[src/rtl/sample_frame_packer_pkg.sv]
// Shared types and constants for the sample frame packer.
package sample_frame_pkg;

    // Bytes per frame: sync, I_hi, I_lo, U_hi, U_lo, checksum.
    localparam int FRAME_LEN = 6;

    typedef logic [2:0] byte_idx_t;

    localparam byte_idx_t LAST_IDX = byte_idx_t'(FRAME_LEN - 1);

    localparam logic [7:0] DEFAULT_SYNC = 8'hA5;

    typedef enum logic {
        IDLE = 1'b0,
        SEND = 1'b1
    } state_t;

    // Checksum is the XOR of the four payload bytes taken from {I,U}.
    function automatic logic [7:0] frame_chk(input logic [31:0] pair);
        return pair[31:24] ^ pair[23:16] ^ pair[15:8] ^ pair[7:0];
    endfunction

endpackage

[src/rtl/sample_frame_packer_edge_det.sv]
// Rising-edge detector for the sample strobe. The history flop resets to 1
// so a strobe that is already high when reset releases is not an edge.
module strobe_edge_det (
    input  logic clk,
    input  logic rst_n,
    input  logic stb_in,
    output logic stb_edge
);

    logic stb_q;
    logic stb_d;

    // Next history value is simply the current strobe level.
    always_comb begin
        stb_d = stb_in;
    end

    // Strobe history register.
    always_ff @(posedge clk) begin
        if (!rst_n) begin
            stb_q <= 1'b1;
        end else begin
            stb_q <= stb_d;
        end
    end

    assign stb_edge = stb_in & ~stb_q;

endmodule

[src/rtl/sample_frame_packer.sv]
// Packs each new I/U sample pair into a 6-byte frame (sync, I_hi, I_lo,
// U_hi, U_lo, checksum) and streams it to a byte-wide UART.
//
// Byte handshake: tx_data/tx_valid are registered; a byte moves on a clock
// edge where tx_valid && tx_ready. Once tx_valid is high it stays high and
// tx_data stays unchanged until that byte is accepted. tx_ready never feeds
// tx_valid or tx_data combinationally.
//
// A pair arriving mid-frame waits in a one-deep pending buffer; a later
// pair overwrites it (newest wins) and bumps a saturating overrun counter.
module sample_frame_packer
    import sample_frame_pkg::*;
#(
    parameter int         WIDTH     = 16,
    parameter logic [7:0] SYNC_BYTE = DEFAULT_SYNC,
    parameter int         CNT_W     = 8
) (
    input  logic             clk,
    input  logic             rst_n,
    input  logic             sample_stb,
    input  logic [WIDTH-1:0] sample_i,
    input  logic [WIDTH-1:0] sample_u,
    output logic [7:0]       tx_data,
    output logic             tx_valid,
    input  logic             tx_ready,
    output logic             busy,
    output logic [CNT_W-1:0] overrun_cnt
);

    state_t           state_q, state_d;
    byte_idx_t        idx_q, idx_d;
    logic [31:0]      frame_q, frame_d;
    logic [31:0]      pend_q, pend_d;
    logic             pend_vld_q, pend_vld_d;
    logic [CNT_W-1:0] ovr_q, ovr_d;
    logic             tx_valid_q, tx_valid_d;
    logic [7:0]       tx_data_q, tx_data_d;

    logic             stb_edge;
    logic [15:0]      i_ext;
    logic [15:0]      u_ext;
    logic [31:0]      pair_in;
    logic             accept;
    logic             last_accept;
    byte_idx_t        idx_inc;

    strobe_edge_det u_edge_det (
        .clk      (clk),
        .rst_n    (rst_n),
        .stb_in   (sample_stb),
        .stb_edge (stb_edge)
    );

    // Byte mux: selects the frame byte at a given index.
    function automatic logic [7:0] frame_byte(input logic [31:0] pair,
                                              input byte_idx_t   idx);
        logic [7:0] b;
        case (idx)
            3'd0:    b = SYNC_BYTE;
            3'd1:    b = pair[31:24];
            3'd2:    b = pair[23:16];
            3'd3:    b = pair[15:8];
            3'd4:    b = pair[7:0];
            default: b = frame_chk(pair);
        endcase
        return b;
    endfunction

    // Sign-extend the filter words to 16 bits and form the {I,U} pair.
    always_comb begin
        i_ext   = 16'($signed(sample_i));
        u_ext   = 16'($signed(sample_u));
        pair_in = {i_ext, u_ext};
    end

    // FSM next state, pending buffer, overrun counter and output byte.
    always_comb begin
        state_d    = state_q;
        idx_d      = idx_q;
        frame_d    = frame_q;
        pend_d     = pend_q;
        pend_vld_d = pend_vld_q;
        ovr_d      = ovr_q;
        tx_valid_d = tx_valid_q;
        tx_data_d  = tx_data_q;

        accept      = tx_valid_q && tx_ready;
        last_accept = (state_q == SEND) && accept && (idx_q == LAST_IDX);
        idx_inc     = idx_q + 3'd1;

        unique case (state_q)
            IDLE: begin
                if (stb_edge) begin
                    frame_d    = pair_in;
                    state_d    = SEND;
                    idx_d      = '0;
                    tx_valid_d = 1'b1;
                    tx_data_d  = SYNC_BYTE;
                end
            end

            SEND: begin
                if (last_accept) begin
                    if (pend_vld_q) begin
                        // Chain straight into the buffered pair; a pair
                        // arriving now refills the buffer without loss.
                        frame_d    = pend_q;
                        idx_d      = '0;
                        tx_valid_d = 1'b1;
                        tx_data_d  = SYNC_BYTE;
                        if (stb_edge) begin
                            pend_d = pair_in;
                        end else begin
                            pend_vld_d = 1'b0;
                        end
                    end else if (stb_edge) begin
                        frame_d    = pair_in;
                        idx_d      = '0;
                        tx_valid_d = 1'b1;
                        tx_data_d  = SYNC_BYTE;
                    end else begin
                        state_d    = IDLE;
                        idx_d      = '0;
                        tx_valid_d = 1'b0;
                        tx_data_d  = 8'h00;
                    end
                end else begin
                    if (accept) begin
                        idx_d     = idx_inc;
                        tx_data_d = frame_byte(frame_q, idx_inc);
                    end
                    if (stb_edge) begin
                        pend_d = pair_in;
                        if (pend_vld_q) begin
                            if (ovr_q != {CNT_W{1'b1}}) begin
                                ovr_d = ovr_q + CNT_W'(1);
                            end
                        end else begin
                            pend_vld_d = 1'b1;
                        end
                    end
                end
            end

            default: begin
                state_d    = IDLE;
                idx_d      = '0;
                tx_valid_d = 1'b0;
                tx_data_d  = 8'h00;
            end
        endcase
    end

    // State, buffer and output registers.
    always_ff @(posedge clk) begin
        if (!rst_n) begin
            state_q    <= IDLE;
            idx_q      <= '0;
            frame_q    <= '0;
            pend_q     <= '0;
            pend_vld_q <= 1'b0;
            ovr_q      <= '0;
            tx_valid_q <= 1'b0;
            tx_data_q  <= 8'h00;
        end else begin
            state_q    <= state_d;
            idx_q      <= idx_d;
            frame_q    <= frame_d;
            pend_q     <= pend_d;
            pend_vld_q <= pend_vld_d;
            ovr_q      <= ovr_d;
            tx_valid_q <= tx_valid_d;
            tx_data_q  <= tx_data_d;
        end
    end

    assign tx_data     = tx_data_q;
    assign tx_valid    = tx_valid_q;
    assign busy        = (state_q == SEND);
    assign overrun_cnt = ovr_q;

endmodule

[config.mk]
export PLATFORM = sky130hd
export DESIGN_NAME = sample_frame_packer
export DESIGN_NICKNAME = d
export VERILOG_FILES = /design/src/rtl/sample_frame_packer_pkg.sv /design/src/rtl/sample_frame_packer_edge_det.sv /design/src/rtl/sample_frame_packer.sv
export SDC_FILE = /design/constraint.sdc
export NUM_CORES = 1
export LEC_CHECK = 0
export CAP_MARGIN = 10
export CORE_ASPECT_RATIO = 0.6
export CORE_MARGIN = 2
export CORE_UTILIZATION = 59
export DETAILED_ROUTE_END_ITERATION = 8
export MAX_ROUTING_LAYER = met4
export PLACE_DENSITY = 0.95
export SLEW_MARGIN = 20
export SYNTH_ARGS = -nofsm -noshare
export SYNTH_HDL_FRONTEND = slang
export SYNTH_SLANG_ARGS = --single-unit
export TNS_END_PERCENT = 1
[constraint.sdc]
create_clock -name clk -period 5.55 [get_ports clk]
set_input_delay 1.3875 -clock clk [delete_from_list [all_inputs] [get_ports clk]]
set_output_delay 1.3875 -clock clk [all_outputs]
set_load 0.02 [all_outputs]
-- Word level (Yosys, flattened, before mapping)
Cells that the tools add are included.
Widths: inputs -> output; s select.
- input bits: 36
- logic and storage cells: 65
- register bits: 87
- equal/unequal tests: 10
- reduce and logical (&&, ||, !) cells: 10
- bitwise operators: 7
- muxes and demuxes: 27
- add/subtract/negate cells: 2
- operators with widths (cell ; number):
    $mux 32 ; 6
    $pmux 32 s2 ; 1
    $mux 8 ; 5
    $pmux 8 s5 ; 1
    $xor 8x8->8 ; 3
    $pmux 8 s2 ; 1
    $mux 3 ; 3
    $add 8x1->8 const B ; 1
    $ne 8x8->1 const B ; 1
    $reduce_and 2->1 ; 4
    $mux 1 ; 7
    $eq 3x2->1 const B ; 2
    $eq 3x3->1 const B ; 2
    $pmux 3 s2 ; 1
    $reduce_and 5->1 ; 1
    $ne 2x2->1 const B ; 2
    $pmux 1 s2 ; 2
    $add 3x1->3 const B ; 1
    $eq 3x1->1 const B ; 1
    $logic_and 1x1->1 ; 3
    $logic_not 3->1 ; 1
    $ne 3x1->1 const B ; 1
    $not 1->1 ; 3
    $ne 2x1->1 const B ; 1
    other kinds (2) ; 2

-- Depth between registers and ports, before layout
Gate-level depths: netlist (run 1).
- depth in word-level cells: 7
- depth in mapped cells: 8
- mapped depth without buffers: 6

-- Modules after synthesis
From an unflattened synthesis (run 1), not the netlist that was laid out.
- cell total of the unflattened synthesis: 505
- area total of the unflattened synthesis: 4254.1 µm²
- modules (own cells, without submodules) (module ; sequential area each (µm²) ; cells an instance ; times used ; area an instance (µm²)):
    sample_frame_packer ; 1721.7 ; 502 ; 1 ; 4214.0
    strobe_edge_det ; 20.0 ; 3 ; 1 ; 40.0

-- Least setup slack after synthesis (run 1)
OpenSTA, ideal clock, no wires.
- kind: in2reg
- start point: input sample_stb
- end point: register ovr_q[7], in the netlist overrun_cnt[7]
- path slack: 3.043 ns
- arrival: 2.391 ns
- stages on the path: 5
- path buffers: 1
- setup time: 0.116 ns
- required time: 5.434 ns
- path through: nor2b_1 > buf_4 > nand4_2 > or4b_1 > o211a_1
- cells in the longest elaborated chain, start to end: 2
- ends and longest elaborated chain (item ; line ; text):
    start, declared ; sample_frame_packer.sv:20 ; input logic sample_stb,
    $and 1x1->1 ; sample_frame_packer_edge_det.sv:27 ; assign stb_edge = stb_in & ~stb_q;
    $reduce_and 5->1 (no line) ; -- ;
    end signal, assigned ; sample_frame_packer.sv:171 ; ovr_q <= ovr_d;
    end, declared ; sample_frame_packer.sv:35 ; logic [CNT_W-1:0] ovr_q, ovr_d;
Every way passes these cells.
A chain may end at the register's enable or synchronous reset.

-- Worst setup path after layout (run 1)
Same ends and word-level chain as after synthesis.

==> impl_metrics.csv, run 1 <==
group,metric,value,unit
status,status,"finished, final reports clean",
floorplanning,start_util,0.612,
detailed_routing,vias,3862,
placement,placed_cell_area,4620,sq um
worst_setup_path,crit_type,"in -> reg",
floorplanning,die-area,7630,sq um
worst_setup_path,path_cells,"clkdlybuf4s50_1 > nor2b_1 > nand4_2 > or4b_1 > o211a_1",
yosys,synth_seq_cells,87,
global_routing,track_usage,0.310,
detailed_routing,ant_nets,0,
clock_network,cts_tree,"done",
clock_network,clkTransAtPathRegs,70,ps
pwr,p_leak,0.00173,uW
worst_setup_path,cp.depth,5,
cells_and_area,final_cell_area,4900,sq um
sta,max_slew.worst_pin.slew,860,ps
worst_hold_path,hold_depth,2,
worst_setup_path,r2r-start,"idx_q[0]",
clock_network,cts_resized,0,
placement,hpwl,7250,microns
detailed_routing,firstDrtPassIters,6,
worst_setup_path,ff2ff_path_depth,6,
pwr,power.density,283,nW/um^2
cells_and_area,syn_to_final_growth,20.0,%
placement,gp_congestion,0.924,
floorplanning,die_y,68.5,microns
yosys,netlist_area,4090,sq um
clock_network,cts_made_buffers,9,
worst_setup_path,r2r-end,"tx_data[5]",
sta,slew_violations,0,
floorplanning,num_rows,23,
global_routing,grt_pass1_vias,3453,
yosys,syn_nets,488,
clock_network,cts_num_sinks,87,
clock_network,postCtsHoldBufs,0,
sta,fin_crit,3370,ps
detailed_routing,totalWireLength,11500,microns
sta,skew,6.09,ps
clock_network,cts_setup_buffers,0,
detailed_routing,remaining_drc_errors,0,
yosys,seq_area_frac_synth,0.426,
detailed_routing,via_per_inst,6.75,
worst_setup_path,worst_setup_path_start_kind,"input port",
yosys,ys_async_sr_fraction,0,
clock_network,clk_path_buf_depth,2,
yosys,synth_most_common_cell,"dfxtp_1",
worst_setup_path,crit_end,"overrun_cnt[7]",
yosys,ys_warn_count,0,
yosys,ys.flop_type,"dfxtp_1",
worst_setup_path,max_stage_delay,640,ps
worst_setup_path,cp_top_family,"simple AND/OR/NAND/NOR gates",
floorplanning,ioPinCount,54,
cells_and_area,fin_nets,523,
global_routing,overflow,0,
yosys,syn_area_per_cell,9.18,sq um
run,cap_violations,0,
sta,fin_tns_setup,0,ps
yosys,yosysTopAreaCell,"dfxtp_1",
sta,finalCritPeriodShare,0.607,
placement,io_buffers,53,
sta,rsz0062_at_grt,"false",
clock_network,clock-root-buffer,"clkbuf_16",
global_routing,grt_max_degree,47,
yosys,yosys.area.top_type_share,0.426,
worst_setup_path,slowest_stage,"or4b_1",
yosys,synth_cell_types,52,
yosys,synthTopCellsByCount,"dfxtp_1 (87), nand2_1 (77), a21oi_1 (50)",
global_routing,antenna_found_initial,0,
yosys,syn_inst,445,
sta,relSlewSlack,0.424,
worst_setup_path,startpoint,"sample_stb",
pwr,fin_total_pwr,1390,uW
yosys,synth_edf_count,0,
sta,hold_viol_final,0,
clock_network,insertion_delay,340,ps
global_routing,grt_pass1_wl,17700,microns
worst_setup_path,cp.buffers_inverters,1,
floorplanning,core,6680,sq um
clock_network,htreeDepth,3,
sta,max_freq,297,MHz
cells_and_area,layout-drive-gt1-share,0.132,
sta,setup_viol,0,
worst_setup_path,path_max_fanout,14,
worst_setup_path,cp.required,5790,ps
worst_setup_path,reg2reg_setup_slack,3040,ps
cells_and_area,diodes,0,
yosys,ys_top_cells_by_area,"dfxtp_1 (43%), o221a_2 (8.5%), nand2_1 (7.1%)",
detailed_routing,initialDrtViolationCount,506,
worst_hold_path,min_path_type,"reg -> reg",
worst_setup_path,cp.arrival,3600,ps
pwr,peakVddDrop,0.000163,V
worst_setup_path,worst_setup_path_end_kind,"flop",
detailed_routing,wl_per_cell,20.0,microns
floorplanning,dieWidth,111,microns
cell families after synthesis:
kind of cell	synth area share
fa+ha+maj	0.0214
buf+inv	0.0475
mux	0.00980
xor+xnor	0.0514
compound gates	0.305
flops	0.426
simple gates	0.138
registers in the layout, indices dropped and copies added (netlist names):
name and flops:
tx_data 8, tx_valid 1, pend_vld_q 1, overrun_cnt 8, pend_q 32, idx_q 3, u_edge_det.stb_q 1, frame_q 32
busy 1
area by class of cell:
class | instances | area, sq um
inverters | 8 | 30.0
well taps | 87 | 109
clock buffers | 10 | 239
flip-flops and latches | 87 | 1740
multi-input cells | 315 | 2160
fillers | 474 | 1770
repair buffers | 59 | 576
clock inverters | 6 | 43.8
where the power goes:
part           total [uW]  leakage [uW]  internal, uW  switching (uW)
sequential            669      0.000706           645            24.7
combinational         148      0.000881          76.2            71.3
clock                 572      0.000139           318             254
worst min-delay path: cells and delay by family, from the launching register on:
kind	cells	cell delay, ps
AO/OA/AOI/OAI	1	50
flip-flops	1	310
AND/OR/NAND/NOR	1	50
through the flow:
stage | hold slack [ps] | util | setup slack [ps] | std cells
6_report | 459 | 0.734 | 2180 | 572
5_1_grt | 474 | 0.734 | 2090 | 572
4_1_cts | 457 | 0.734 | 1900 | 572
3_5_place_dp | 448 | 0.692 | 1570 | 556
3_3_place_gp | 442 | 0.692 | 1700 | 556
2_1_floorplan | 437 | - | 3040 | 445
worst min path at each step:
| stage | startpoint | end |
|---|---|---|
| 2_1_floorplan | pend_q[0] | pend_q[0] |
| 3_3_place_gp | pend_q[13] | pend_q[13] |
| 3_5_place_dp | pend_q[24] | pend_q[24] |
| 4_1_cts | pend_q[24] | pend_q[24] |
| 5_1_grt | pend_q[23] | pend_q[23] |
| 6_report | pend_q[17] | pend_q[17] |
layer usage:
layer,up-vias,global-route usage,share of wire
li1,1735,-,-
met1,1821,0.371,0.40
met2,271,0.511,0.45
met3,35,0.0797,0.12
met4,0,0.127,0.022
met5,-,-,0
placed cells by master (no fill, tap or decap), drive strengths merged, types with 2 or more instances in the layout:
cell / count
a211o: 4
a21oi: 51
a222oi: 4
a22oi: 5
a31oi: 2
a32o: 4
and3: 3
and4: 2
buf: 6
clkbuf: 10
clkdlybuf4s50: 53
clkinv: 3
dfxtp: 87
ha: 7
inv: 10
mux2i: 4
nand2: 77
nand2b: 2
nand3: 11
nand4: 4
nor2: 12
nor3: 2
o211ai: 9
o21ai: 3
o221a: 32
o22a: 32
o31ai: 3
or4: 3
xnor2: 12
xor2: 12
(Power assumes the default switching activity.)
==> run 2, diff against run 1 <==
Settings changed: CORE_UTILIZATION 59 to 55, PLACE_DENSITY 0.95 to 0.9.
Clock period 5.55 ns to 3.3 ns, I/O delays scaled along.
==> run 2 against run 1 <==
Against the previous run:
- register-to-register slack got worse by 2200 ps
- clock skew increased by 2.1 ps
- first-iteration DRC count decreased by 31%
- wire length decreased by 8.7%
- combinational power increased by 65%
- critical endpoint is now tx_data[2]
==> impl_metrics.csv, run 2 (synthesis gave the netlist of run 1 again) <==
group,metric,value,unit
status,status,"finished, final reports clean",
sta,hold_viol_final,0,
sta,fin_crit,2500,ps
worst_setup_path,r2r-end,"tx_data[2]",
worst_setup_path,path_max_fanout,12,
worst_hold_path,min_path_type,"reg -> reg",
clock_network,clkTransAtPathRegs,60,ps
worst_setup_path,worst_setup_path_end_kind,"flop",
cells_and_area,reg_top3,"frame_q x32, pend_q x32",
clock_network,cts_resized,0,
clock_network,clock-root-buffer,"clkbuf_16",
floorplanning,num_rows,24,
cells_and_area,syn_to_final_growth,22.4,%
pwr,fin_total_pwr,2520,uW
sta,setup_viol,0,
worst_hold_path,min_to,"pend_q[30]",
global_routing,overflow,0,
sta,relSlewSlack,0.442,
cells_and_area,layout-drive-gt1-share,0.131,
global_routing,antenna_found_initial,0,
floorplanning,dieWidth,115,microns
global_routing,grt_max_degree,40,
detailed_routing,initialDrtViolationCount,348,
sta,rsz0062_at_grt,"false",
clock_network,cts_made_buffers,9,
cells_and_area,diodes,0,
sta,slew_violations,0,
worst_setup_path,r2r-start,"idx_q[0]",
global_routing,grt_pass1_vias,3291,
placement,gp_congestion,0.919,
detailed_routing,remaining_drc_errors,0,
sta,fin_tns_setup,0,ps
cells_and_area,final_common_cell,"dfxtp_1",
sta,setup_ws,804,ps
run,cap_violations,0,
pwr,peakVddDrop,0.000357,V
sta,max_freq,401,MHz
placement,pre_cts_slack,598,ps
pwr,p_leak,0.00176,uW
detailed_routing,ant_nets,0,
global_routing,grt_use_met1,0.385,
detailed_routing,via_per_inst,6.21,
global_routing,grt_pass1_wl,16600,microns
floorplanning,die-area,8160,sq um
placement,placed_cell_area,4660,sq um
floorplanning,die_y,70.8,microns
worst_hold_path,hold_depth,2,
floorplanning,ioPinCount,54,
clock_network,postCtsHoldBufs,0,
floorplanning,start_util,0.565,
detailed_routing,vias,3676,
detailed_routing,wl_per_cell,17.7,microns
cells_and_area,final_cell_area,5000,sq um
detailed_routing,totalWireLength,10500,microns
global_routing,top_usage_layer,"met1",
sta,skew,8.20,ps
cells_and_area,n_fill_cell,574,
global_routing,groute.layer.met3.usage,0.0857,
pwr,power.density,504,nW/um^2
placement,io_buffers,53,
worst_setup_path,ff2ff_path_depth,6,
worst_setup_path,cp.arrival,2710,ps
global_routing,track_usage,0.272,
clock_network,clk_path_buf_depth,2,
cells_and_area,fin_nets,526,
sta,max_slew.worst_pin.slew,833,ps
placement,hpwl,7070,microns
clock_network,cts_setup_buffers,0,
worst_setup_path,crit_type,"reg -> reg",
worst_setup_path,startpoint,"idx_q[0]",
cells_and_area,layout_common_cells,"dfxtp_1 (87), nand2_1 (77), clkdlybuf4s50_1 (53)",
detailed_routing,firstDrtPassIters,6,
clock_network,cts_num_sinks,87,
worst_setup_path,cp.required,3520,ps
clock_network,cts_tree,"done",
clock_network,htreeDepth,3,
worst_setup_path,worst_setup_path_start_kind,"flop",
global_routing,grtUsageMet2,0.381,
floorplanning,core,7240,sq um
worst_setup_path,reg2reg_setup_slack,800,ps
sta,finalCritPeriodShare,0.757,
worst_hold_path,hold_start,"pend_q[30]",
clock_network,insertion_delay,350,ps
-- run 2: cell count changes in the layout (fill, tap and decap cells not counted) --
cell / before / now
clkbuf_1: 0 / 2
clkbuf_8: 1 / 0
bufinv_16: 0 / 3
inv_6: 2 / 0
buf_4: 6 / 9
clkinv_2: 2 / 0
nand2_1: 76 / 77
nand2_2: 1 / 0
-- run 2: report_power, final --
part | total [uW] | leakage (uW) | internal, uW | switching (uW)
sequential | 1120 | 0.000706 | 1080 | 39.6
clock | 1150 | 0.000160 | 741 | 411
combinational | 244 | 0.000895 | 130 | 114
total | 2520 | 0.00176 | 1960 | 565
-- run 2: metal layers --
layer  routed length (microns)  vias to the layer above
met5                         0                        -
met4                        79                        0
met3                      1180                        9
met2                      4450                      187
met1                      4760                     1746
li1                          -                     1734
-- run 2: worst max-delay path by stage --
stage                                 to  slack (ps)
after floorplan           overrun_cnt[7]        1360
after global placement    overrun_cnt[7]         670
after detailed placement  overrun_cnt[7]         600
after CTS                     tx_data[2]         870
after global routing          tx_data[0]         730
final                         tx_data[2]         800
-- run 2: cell type report --
class	count	area, sq um	area share
multi-input combinational	315	2160	0.432
sequential	87	1740	0.348
timing repair buffer	62	598	0.120
clock buffer	11	233	0.0465
tap	104	130	0.0260
clock inverter	5	106	0.0213
inverter	8	30.0	0.00601
-- run 2: metrics by stage --
stage                     hold WS (ps)  std cells  utilization
final                              457        592        0.691
after global routing               475        592        0.691
after CTS                          459        592        0.691
after detailed placement           449        576        0.644
after global placement             442        576        0.644
after floorplan                    437        445            -
-- run 2: worst max-delay path: stages, from the launching register on --
cell and delay (ps):
dfxtp_1 390, inv_1 100, ha_1 350, o31a_1 360
nor3_2 640, mux2i_1 410, a21oi_1 110
==> run 3, diff against run 2 <==
Settings changed: CORE_UTILIZATION 55 to 50, PLACE_DENSITY 0.9 to 0.86.
Clock period 3.3 ns to 2.1 ns, I/O delays scaled along.
==> run 3 against run 2 <==
Against the previous run:
- maximum frequency is 21% higher
- total power is 50% higher
- core utilization is 3.7 points lower
- worst setup slack worse by 760 ps
- first-iteration DRC count is 21% higher
- worst hold slack worse by 3.6 ps
- combinational power is 70% higher
- die area is 9.5% higher
- largest power group is now registers
==> impl_metrics.csv, run 3 (synthesis gave the netlist of run 1 again) <==
group,metric,value,unit
status,status,"finished, final reports clean",
detailed_routing,firstDrtPassIters,6,
worst_hold_path,hold_start,"pend_q[13]",
worst_setup_path,cp.required,2330,ps
clock_network,cts_tree,"done",
worst_hold_path,min_to,"pend_q[13]",
pwr,intPower,2910,uW
worst_setup_path,reg2reg_setup_slack,40,ps
worst_setup_path,cp.buffers_inverters,1,
worst_setup_path,worst_setup_path_start_kind,"flop",
sta,fin_tns_setup,0,ps
global_routing,track_usage,0.275,
clock_network,postCtsHoldBufs,0,
worst_setup_path,path_cells,"ha_1 > ha_2 > o31a_1 > nor3_2 > buf_4 > a211o_1 > a32o_1",
floorplanning,num_rows,25,
detailed_routing,totalWireLength,11300,microns
cells_and_area,final_common_cell,"dfxtp_1",
clock_network,clock-root-buffer,"clkbuf_16",
cells_and_area,utilization,0.654,
floorplanning,die_y,74.0,microns
worst_setup_path,ff2ff_path_depth,7,
clock_network,insertion_delay,340,ps
global_routing,antenna_found_initial,0,
pwr,switching_power,878,uW
sta,relSlewSlack,0.726,
pwr,clkPwrFrac,0.426,
clock_network,htreeDepth,3,
sta,slew_violations,0,
placement,hpwl,7900,microns
detailed_routing,initialDrtViolationCount,420,
clock_network,cts_num_sinks,87,
detailed_routing,vias,3766,
pwr,peakVddDrop,0.000594,V
detailed_routing,remaining_drc_errors,0,
sta,setup_viol,0,
pwr,power_frac_comb,0.109,
worst_setup_path,worst_setup_path_end_kind,"flop",
pwr,seqPwrFrac,0.465,
cells_and_area,diodes,0,
worst_hold_path,hold_depth,2,
worst_setup_path,path_max_fanout,10,
sta,max_slew.worst_pin.slew,410,ps
floorplanning,start_util,0.516,
worst_setup_path,cp.arrival,2290,ps
placement,io_buffers,53,
cells_and_area,reg_top3,"frame_q x32, pend_q x32",
worst_setup_path,max_stage_delay,390,ps
sta,hold_viol_final,0,
cells_and_area,fin_nets,546,
detailed_routing,via_per_inst,6.11,
worst_hold_path,min_path_type,"reg -> reg",
worst_setup_path,cp_top_family,"compound AO/OA/AOI/OAI gates",
pwr,p_leak,0.00187,uW
clock_network,clk_path_buf_depth,2,
floorplanning,core,7910,sq um
clock_network,clkTransAtPathRegs,60,ps
sta,rsz0062_at_grt,"false",
cells_and_area,layout-drive-gt1-share,0.169,
worst_setup_path,slowest_stage,"ha_2",
detailed_routing,ant_nets,0,
cells_and_area,layout_common_cells,"dfxtp_1 (86), nand2_1 (77), clkdlybuf4s50_1 (53)",
floorplanning,dieWidth,121,microns
clock_network,cts_made_buffers,9,
global_routing,overflow,0,
run,cap_violations,0,
placement,placed_cells,600,
sta,finalCritPeriodShare,0.979,
detailed_routing,wl_per_cell,18.3,microns
sta,timing.hold.ws,454,ps
sta,max_freq,487,MHz
cells_and_area,final_cells,616,
pwr,power.density,733,nW/um^2
floorplanning,ioPinCount,54,
worst_setup_path,r2r-end,"tx_data[1]",
global_routing,grt_pass1_vias,3493,
worst_setup_path,crit_type,"reg -> reg",
global_routing,grt_max_degree,34,
floorplanning,die-area,8940,sq um
placement,gp_congestion,0.942,
cells_and_area,syn_to_final_growth,26.7,%
sta,fin_crit,2060,ps
worst_setup_path,r2r-start,"idx_q[0]",
pwr,p_sw_frac,0.232,
global_routing,grt_pass1_wl,18200,microns
sta,skew,4.00,ps
## run 3: cell types whose count changed in the layout (fill, tap and decap cells not counted), sizes merged
cell / before / now
clkbuf: 11 / 14
bufinv: 3 / 1
buf: 9 / 29
clkinvlp: 1 / 0
## run 3: how the worst max path moves through the flow
stage	start	endpoint	cells past startpoint
after floorplan	idx_q[0]	tx_data[4]	7
after global placement	sample_stb	overrun_cnt[7]	5
after detailed placement	sample_stb	overrun_cnt[7]	5
after CTS	idx_q[0]	tx_data[1]	7
after global routing	idx_q[0]	tx_data[1]	7
final	idx_q[0]	tx_data[1]	7
## run 3: layout make-up
class	instances	area (sq um)
clock buffers	14	264
clock inverters	2	38.8
fillers	627	2740
inverters	8	30.0
multi-input cells	315	2170
flip-flops and latches	87	1740
well taps	108	135
repair buffers	82	798
## run 3: power by group through the flow
stage | registers [uW] | logic, uW | clock network [uW]
final | 1760 | 414 | 1610
after global routing | 1770 | 443 | 1710
after CTS | 1760 | 408 | 1640
after detailed placement | 1800 | 406 | 0
after global placement | 1800 | 397 | 0
after floorplan | 1790 | 235 | 0
## run 3: repair_timing
| item | CTS | global route |
|---|---|---|
| resized for setup | 0 | 3 |
| setup buffers | 0 | 0 |
| endpoints found under the hold margin | 0 | 0 |
| setup endpoints to repair | 0 | 3 |
## run 3: tightest hold or removal path, stage by stage, from the launching register on
cell and delay (ps):
dfxtp_1 310, nand2_1 50, a21oi_1 50
## run 3: stage by stage
| stage | instance area, sq um | total power, uW | setup WS, ps |
|---|---|---|---|
| finish | 5180 | 3790 | 44.8 |
| global route | 5180 | 3920 | 6.72 |
| CTS | 5170 | 3810 | 58.9 |
| detailed placement | 4870 | 2200 | -234 |
| global placement | 4870 | 2190 | -147 |
| floorplan | 4090 | 2020 | 221 |
## run 3: metal layers
| metal | routed length (microns) | vias to the layer above | GRT usage |
|---|---|---|---|
| met2 | 4790 | 172 | 0.392 |
| met3 | 922 | 14 | 0.0759 |
| met1 | 5460 | 1803 | 0.382 |
| met4 | 116 | 0 | 0.0814 |
| met5 | 0 | - | - |
| li1 | - | 1777 | - |
